### config.mk
export PLATFORM = sky130hd
export DESIGN_NAME = id_token_collector_flat
export DESIGN_NICKNAME = d
export VERILOG_FILES = /design/src/rtl/id_token_collector_if.sv /design/src/rtl/id_token_collector.sv /design/src/flat_wrapper.sv
export SDC_FILE = /design/constraint.sdc
export NUM_CORES = 1
export LEC_CHECK = 0
export CORE_ASPECT_RATIO = 1.5
export CORE_UTILIZATION = 25
export CTS_BUF_LIST = sky130_fd_sc_hd__clkbuf_16
export DETAILED_ROUTE_END_ITERATION = 8
export GPL_TIMING_DRIVEN = 1
export RECOVER_POWER = 100
export SLEW_MARGIN = 20
export SYNTH_ARGS = -nofsm -noshare
export SYNTH_HDL_FRONTEND = slang
export SYNTH_SLANG_ARGS = --single-unit
### constraint.sdc
create_clock -name clk -period 2.4 [get_ports clk]
set_input_delay 0.24 -clock clk [delete_from_list [all_inputs] [get_ports clk]]
set_output_delay 0.24 -clock clk [all_outputs]
set_load 0.02 [all_outputs]
### src/rtl/id_token_collector_if.sv
// Token stream interface between id_token_collector and its consumer.
//   tok_valid : head of token FIFO is valid
//   tok_ready : consumer accepts the head when tok_valid & tok_ready
//   tok_len   : length of the head token
//   tok_first : first character of the head token (0 when not stored)
// master: producer side (id_token_collector); slave: consumer side.
interface id_token_collector_if #(
  parameter int unsigned LEN_W = 6
) ();
  logic             tok_valid;
  logic             tok_ready;
  logic [LEN_W-1:0] tok_len;
  logic [7:0]       tok_first;

  modport master (
    output tok_valid,
    output tok_len,
    output tok_first,
    input  tok_ready
  );

  modport slave (
    input  tok_valid,
    input  tok_len,
    input  tok_first,
    output tok_ready
  );
endinterface

### src/rtl/id_token_collector.sv
// id_token_collector: measures identifier runs on an ASCII stream and queues
// the length of every run that the upstream identifier FSM flags as valid.
//
// Ports:
//   clk      : clock, all state on posedge
//   rst_n    : synchronous active-low reset
//   char     : current ASCII character (same cycle as the FSM input)
//   id_match : FSM flag, high when the chars up to the previous cycle end a
//              valid identifier
//   tok      : token stream (valid/ready, length, first char), master side
//   id_count : identifiers pushed (including dropped) since reset, wraps
//   overflow : sticky, a token was dropped because the FIFO was full
//   drop_cnt : dropped tokens, saturates at 255
//
// Optional feature macro: TOKEN_FIRST_CHAR_EN. When defined, each FIFO entry
// also stores the first char of the run and drives it on tok_first; when
// undefined tok_first is tied to 8'h00.
module id_token_collector #(
  parameter int unsigned DEPTH = 4,
  parameter int unsigned LEN_W = 6,
  parameter int unsigned CNT_W = 16
) (
  input  logic                        clk,
  input  logic                        rst_n,
  input  logic [7:0]                  char,
  input  logic                        id_match,
  id_token_collector_if.master        tok,
  output logic [CNT_W-1:0]            id_count,
  output logic                        overflow,
  output logic [7:0]                  drop_cnt
);

  localparam int unsigned PtrW = $clog2(DEPTH);

  typedef enum logic {StIdle, StRun} run_state_e;

  run_state_e       state_q, state_d;
  logic [LEN_W-1:0] run_len_q, run_len_d;

  logic is_letter, is_digit, is_delim;

  assign is_letter = ((char >= 8'd65) && (char <= 8'd90)) ||
                     ((char >= 8'd97) && (char <= 8'd122));
  assign is_digit  = (char >= 8'd48) && (char <= 8'd57);
  assign is_delim  = !is_letter && !is_digit;

`ifdef TOKEN_FIRST_CHAR_EN
  logic [7:0] first_q, first_d;
  logic [7:0] first_mem [DEPTH];
`endif

  // Run tracker
  always_comb begin
    state_d   = state_q;
    run_len_d = run_len_q;
`ifdef TOKEN_FIRST_CHAR_EN
    first_d   = first_q;
`endif
    case (state_q)
      StIdle: begin
        if (is_letter) begin
          state_d   = StRun;
          run_len_d = LEN_W'(1);
`ifdef TOKEN_FIRST_CHAR_EN
          first_d   = char;
`endif
        end
      end
      StRun: begin
        if (is_delim) begin
          state_d = StIdle;
        end else if (run_len_q != '1) begin
          run_len_d = run_len_q + LEN_W'(1);
        end
      end
      default: state_d = StIdle;
    endcase
  end

  always_ff @(posedge clk) begin
    if (!rst_n) begin
      state_q   <= StIdle;
      run_len_q <= '0;
`ifdef TOKEN_FIRST_CHAR_EN
      first_q   <= '0;
`endif
    end else begin
      state_q   <= state_d;
      run_len_q <= run_len_d;
`ifdef TOKEN_FIRST_CHAR_EN
      first_q   <= first_d;
`endif
    end
  end

  // Token FIFO; pointers carry one extra bit to tell full from empty.
  logic [PtrW:0]    wr_ptr_q, rd_ptr_q;
  logic [LEN_W-1:0] len_mem [DEPTH];
  logic             empty, full, push_req, pop, push_acc, drop;

  assign empty    = (wr_ptr_q == rd_ptr_q);
  assign full     = (wr_ptr_q[PtrW] != rd_ptr_q[PtrW]) &&
                    (wr_ptr_q[PtrW-1:0] == rd_ptr_q[PtrW-1:0]);
  assign push_req = is_delim && id_match && (state_q == StRun);
  assign pop      = !empty && tok.tok_ready;
  // A pop in the same cycle frees a slot, so a push into a full FIFO survives.
  assign push_acc = push_req && (!full || pop);
  assign drop     = push_req && full && !pop;

  always_ff @(posedge clk) begin
    if (push_acc) begin
      len_mem[wr_ptr_q[PtrW-1:0]]   <= run_len_q;
`ifdef TOKEN_FIRST_CHAR_EN
      first_mem[wr_ptr_q[PtrW-1:0]] <= first_q;
`endif
    end
  end

  logic [CNT_W-1:0] id_count_q;
  logic             overflow_q;
  logic [7:0]       drop_cnt_q;

  always_ff @(posedge clk) begin
    if (!rst_n) begin
      wr_ptr_q   <= '0;
      rd_ptr_q   <= '0;
      id_count_q <= '0;
      overflow_q <= 1'b0;
      drop_cnt_q <= '0;
    end else begin
      if (push_acc) wr_ptr_q <= wr_ptr_q + 1'b1;
      if (pop)      rd_ptr_q <= rd_ptr_q + 1'b1;
      if (push_req) id_count_q <= id_count_q + 1'b1;
      if (drop) begin
        overflow_q <= 1'b1;
        if (drop_cnt_q != 8'hFF) drop_cnt_q <= drop_cnt_q + 8'd1;
      end
    end
  end

  // Head outputs are forced to zero while empty so reset shows clean values
  // without clearing the storage array.
  assign tok.tok_valid = !empty;
  assign tok.tok_len   = empty ? '0 : len_mem[rd_ptr_q[PtrW-1:0]];
`ifdef TOKEN_FIRST_CHAR_EN
  assign tok.tok_first = empty ? 8'h00 : first_mem[rd_ptr_q[PtrW-1:0]];
`else
  assign tok.tok_first = 8'h00;
`endif

  assign id_count = id_count_q;
  assign overflow = overflow_q;
  assign drop_cnt = drop_cnt_q;

endmodule

### src/flat_wrapper.sv
// flat-port wrapper written by rule: the top's interface ports become plain ports
module id_token_collector_flat 
#(
  parameter int unsigned DEPTH = 4,
  parameter int unsigned LEN_W = 6,
  parameter int unsigned CNT_W = 16
)
  (clk, rst_n, char, id_match, id_count, overflow, drop_cnt, tok_tok_valid, tok_tok_len, tok_tok_first, tok_tok_ready);
  id_token_collector_if #(.LEN_W(LEN_W)) tok_i ();
  input  logic clk;
  input  logic rst_n;
  input  logic [7:0] char;
  input  logic id_match;
  output logic [CNT_W-1:0] id_count;
  output logic overflow;
  output logic [7:0] drop_cnt;
  output wire logic [$bits(tok_i.tok_valid)-1:0] tok_tok_valid;
  output wire logic [$bits(tok_i.tok_len)-1:0] tok_tok_len;
  output wire logic [$bits(tok_i.tok_first)-1:0] tok_tok_first;
  input wire logic [$bits(tok_i.tok_ready)-1:0] tok_tok_ready;
  assign tok_tok_valid = tok_i.tok_valid;
  assign tok_tok_len = tok_i.tok_len;
  assign tok_tok_first = tok_i.tok_first;
  assign tok_i.tok_ready = tok_tok_ready;
  id_token_collector #(.DEPTH(DEPTH), .LEN_W(LEN_W), .CNT_W(CNT_W)) u_core (.clk(clk), .rst_n(rst_n), .char(char), .id_match(id_match), .tok(tok_i), .id_count(id_count), .overflow(overflow), .drop_cnt(drop_cnt));
endmodule
# Word level (Yosys, flattened, before mapping)
# Memories as Yosys holds them, arrays and structs flattened. A register that Yosys moved wholly into a read port is not among the register bits.
# Cells that the tools add are included.
[totals]
register_bits = 38
mem_bits_rw = 24
inputBits = 12
out_inout_bits = 40
elab_cells = 60
n_memories = 1
[memory_table]
columns = ["name", "depth", "width", "rd", "rd_clocked_by_memory_dff", "wr", "line", "source"]
rows = [
  ["u_core.len_mem", 4, 6, 1, 1, 1, "id_token_collector.sv:98", "logic [LEN_W-1:0] len_mem [DEPTH];"],
]
[op_classes]
addsub = 5
magnitude_cmp = 6
eq_ne = 8
n_mux = 12
n_bitwise = 1
n_reduce_logical = 20
[ops]
columns = ["operator", "n"]
rows = [
  ["$mux W6", 4],
  ["$add A16 B1 Y16 const B", 1],
  ["$ge A8 B7 Y1 const B", 2],
  ["$le A8 B7 Y1 const B", 2],
  ["$pmux W6 S2", 1],
  ["$logic_and A1 B1 Y1", 11],
  ["$add A8 B1 Y8 const B", 1],
  ["$ge A8 B6 Y1 const B", 1],
  ["$le A8 B6 Y1 const B", 1],
  ["$ne A8 B8 Y1 const B", 1],
  ["$add A3 B1 Y3 const B", 2],
  ["$add A6 B1 Y6 const B", 1],
  ["$ne A6 B6 Y1 const B", 1],
  ["$logic_not A1 Y1", 5],
  ["$mux W1", 4],
  ["$mux W2", 2],
  ["$ne A2 B2 Y1 const B", 2],
  ["$eq A3 B3 Y1", 1],
  ["$reduce_and A3 Y1", 1],
  ["$eq A2 B2 Y1", 1],
  ["$logic_or A1 B1 Y1", 2],
  ["$ne A2 B1 Y1 const B", 1],
  ["$pmux W1 S2", 1],
  ["$reduce_and A2 Y1", 1],
  ["2 further kinds", 2],
]

# Logic depth before layout (Yosys ltp)
[logic_depth]
ltp_word = 10
depth_mapped = 7
depth_no_buf = 6

# Worst setup path before layout
# No wires, ideal clock.
[synth_timing]
kind = "input -> register"
start = "input port char[4]"
end = "memory u_core.len_mem[3][0] (enable)"
setup_ps = 383
arrival_time_ps = 1928
required_time_ps = 2017
slack_ps = 89
cell_stages = 5
path_buffers = 1
cell_sequence = "or4_1 -> o22ai_2 -> o2111ai_4 -> buf_6 -> nor3b_1"
[synth_via]
elab_chain_cells = 10
elab_cells_between_ends = 18
[synth_rtl]
columns = ["item", "line", "source"]
rows = [
  ["start, declared", "flat_wrapper.sv:12", "input logic [7:0] char;"],
  ["$ge A8 B7 Y1 (tied with other cells)", "id_token_collector.sv:42", "assign is_letter = ((char >= 8'd65) && (char <= 8'd90)) ||"],
  ["$logic_and A1 B1 Y1, on equally long branches", "id_token_collector.sv:42, id_token_collector.sv:43", ""],
  ["$logic_or A1 B1 Y1", "id_token_collector.sv:42", ""],
  ["$logic_not A1 Y1", "id_token_collector.sv:45", "assign is_delim = !is_letter && !is_digit;"],
  ["$logic_and A1 B1 Y1 (*)", "id_token_collector.sv:45", ""],
  ["$logic_and A1 B1 Y1 (*) (2 in series)", "id_token_collector.sv:104", "assign push_req = is_delim && id_match && (state_q == StRun);"],
  ["$logic_and A1 B1 Y1 (*)", "id_token_collector.sv:107", "assign push_acc = push_req && (!full || pop);"],
  ["$mux W1 (*)", "id_token_collector.sv:111", "if (push_acc) begin"],
  ["$mux W1 (implied by the code) (*)", "id_token_collector.sv:112", "len_mem[wr_ptr_q[PtrW-1:0]] <= run_len_q;"],
  ["end, declared", "id_token_collector.sv:98", ""],
]
# Mark *: on every way between the ends. The rest lies on a longest branch, timed or not.

# Final worst setup path
[layout_timing]
start = "register u_core.wr_ptr_q[1]"
end = "output port tok_tok_len[2]"
[layout_via]
elab_chain_cells = 2
[layout_rtl]
columns = ["item", "line", "source"]
rows = [
  ["start, declared", "id_token_collector.sv:97", "logic [PtrW:0] wr_ptr_q, rd_ptr_q;"],
  ["start signal, assigned", "id_token_collector.sv:131", "if (push_acc) wr_ptr_q <= wr_ptr_q + 1'b1;"],
  ["$eq A3 B3 Y1", "id_token_collector.sv:101", "assign empty = (wr_ptr_q == rd_ptr_q);"],
  ["$mux W6", "id_token_collector.sv:144", "assign tok.tok_len = empty ? '0 : len_mem[rd_ptr_q[PtrW-1:0]];"],
  ["end, declared", "flat_wrapper.sv:18", "output wire logic [$bits(tok_i.tok_len)-1:0] tok_tok_len;"],
]
# No other way between the ends.

==> metrics.txt <==
fin crit share=between 90% and 100%; synth top area cells=dfxtp_1 (26%), edfxtp_1 (24%), mux4_2 (4.5%); vias=roughly 2,400; Netlist Area Pre-Place=between 3000 and 4000 µm²; FMAX=between 0.4 and 0.5 GHz; # setup viols final=0; post-route ant nets=0; most frequent cells in the layout=dfxtp_1 (39), nand2_1 (29), dlygate4sd3_1 (26); ys flop type=dfxtp_1; final hold violation count=0; Max VDD drop=0.417 mV; grt ovf=0; CP max stage cell=clkdlybuf4s50_1; Worst EP required=roughly 2.2 ns; RSZ-0062 raised after global routing=no; PwrDens=about 640 nW/µm²; type of the most critical hold path=register to register; LEAKAGE=approximately 0.0014 µW; Worst setup EP type=output port; critical path startpoint category=register; clk slew on worst S/H paths=around 0.060 ns; P&R area growth vs syn=32.5%; cells after synthesis=288; mean post-synth cell area=10.5 µm²; CP Max Fanout=5; Die Ht=about 140 µm; outcome=finished, final reports clean; Tot GR Track Use=between 10% and 20%; # nets final=370; DRT Pass-1 Iters=6; Worst Slack Setup Final=about 0.07 ns; Iter 0 DRT Violations=87; Final Slew Violations=0; row cnt=48; commonest non-fill, non-tap cell in the layout=dfxtp_1; Die X=~92 µm; cells along the critical path=xnor2_1, nand3b_1, and2_1, clkdlybuf4s50_1; CTS tree=done; number of enable flip-flop cells after synthesis=24; synthesis warning total=0; Yosys reg bits=64; Crit path arrival time=roughly 2.1 ns; WS Path Type=register to output port; DIE AREA=12,600 µm²; delay-heaviest family, CP=buffers and inverters; # IOs=52; Initial Utilization=between 20% and 30%; fin area=around 4000 µm²; Hold Buf Count CTS=0; actual slew at the worst max-slew pin=approximately 0.55 ns; number of antenna violations at the first check in global routing=0; Clock Sinks=64; slew margin rel.=a little over three fifths; Placed Area=roughly 3700 µm²; Worst Path Buf+Inv=1; largest net degree at the start of global routing=25; WL per Instance=13.6 µm; fin cells=between 500 and 600; remaining routing DRC violations=0; post-synthesis cell type count=43; Worst Skew=between 0.005 and 0.006 ns; Hold Slack=~0.47 ns; crit-path max cell delay=0.54 ns; Root Buffer=clkbuf_16; clk_lat worst skew=~0.33 ns; layout cells sized above 1=between 10% and 20%; Via density=4.74; FFs w/ async S/R, synth=0%; Post-CTS Setup Repair Bufs=0; WL final=between 6000 and 7000 µm; Seq/Total Area, Yosys=around half; ANT cells=0; total of max-cap violations=0; Synth top area share=between 20% and 30%; Synth area leader=dfxtp_1; first-pass GRT wire length=11,200 µm; vias in the first global route=roughly 2,300; Final Core Density=about a third; number of port buffers=43; # placed instances=488; Min Clock Period, post-route=~2.3 ns; GP Congestion=about 0.76; HPWL Detailed=4910 µm; pre-CTS setup slack=-0.113 ns; CTS buffer count=9; core area=around 12,000 µm²; H-tree levels=3; deepest clock path buffer count=2
## repair_timing
action	4_1_cts	5_1_grt
gates resized for setup	1	0
pin swaps	0	1
endpoints found under the hold margin	0	0
cloned	0	1
endpoints found under the setup margin	6	6
## metal layers
layer	part of all wire [%]	routed length (µm)	global-route usage [%]
met1	40	2770	12.0
met4	2.4	163	5.82
met3	4.4	300	3.44
met5	0	0	0
met2	53	3630	20.9
## sequential cells by signal, indices dropped and copies added, names as in the netlist, named ones only
signal and cells:
u_core.run_len_q 6, u_core.state_q 1, u_core.rd_ptr_q 3, u_core.wr_ptr_q 3
u_core.len_mem 24, u_core.overflow 1, u_core.drop_cnt 8, u_core.id_count 16
## worst paths after layout
path / from / end / slack [ns] / cells past startpoint
min reg2reg: u_core.overflow / u_core.overflow / 0.47 / 1
max: u_core.wr_ptr_q[1] / tok_tok_len[2] / 0.07 / 4
max reg2reg: u_core.wr_ptr_q[1] / u_core.drop_cnt[4] / 0.34 / 5
min: u_core.overflow / u_core.overflow / 0.47 / 1
## synthesized netlist by cell type (all sizes together), types with 8 or more instances
| cell type | count |
|---|---|
| and2 | 10 |
| o21ai | 11 |
| edfxtp | 24 |
| o31ai | 11 |
| a21oi | 24 |
| nand2 | 29 |
| or3 | 10 |
| buf | 13 |
| dfxtp | 40 |
| ha | 8 |
| nand3 | 11 |
| clkbuf | 8 |
| or4 | 10 |
| nor2 | 9 |
## per-stage QoR
stage                     power (µW)  TNS (ns)
final                           2550         0
after global routing            2640         0
after CTS                       2590         0
after detailed placement        1300     -2.28
after global placement          1300     -1.40
after floorplan                 1240         0
## cell families (layout without fill, tap and decap cells)
kind of cell | count (synthesis) | in the layout | synth area share, %
adder cells (fa/ha/maj) | 8 | 8 | 3.31
AO/OA/AOI/OAI | 61 | 61 | 13.5
buffers and inverters | 28 | 87 | 4.83
flip-flops | 64 | 64 | 50.2
AND/OR/NAND/NOR | 108 | 109 | 19.9
multiplexers | 11 | 11 | 6.12
XOR/XNOR | 7 | 7 | 2.02
other | 1 | 8 | 0.124
## cell type report
| cell class | count | area, µm² |
|---|---|---|
| timing repair buffer | 64 | 602 |
| multi-input combinational | 204 | 1380 |
| fill | 1211 | 7640 |
| clock inverter | 7 | 71.3 |
| clock buffer | 9 | 225 |
| tap | 150 | 188 |
| inverter | 7 | 26.3 |
| sequential | 64 | 1520 |
## report_power, final
group	internal, µW	total, µW	switching (µW)
Sequential	1130	1140	11.0
Combinational	59.8	134	74.6
Clock	802	1280	480
Total	1990	2550	565
(Power assumes the default switching activity.)
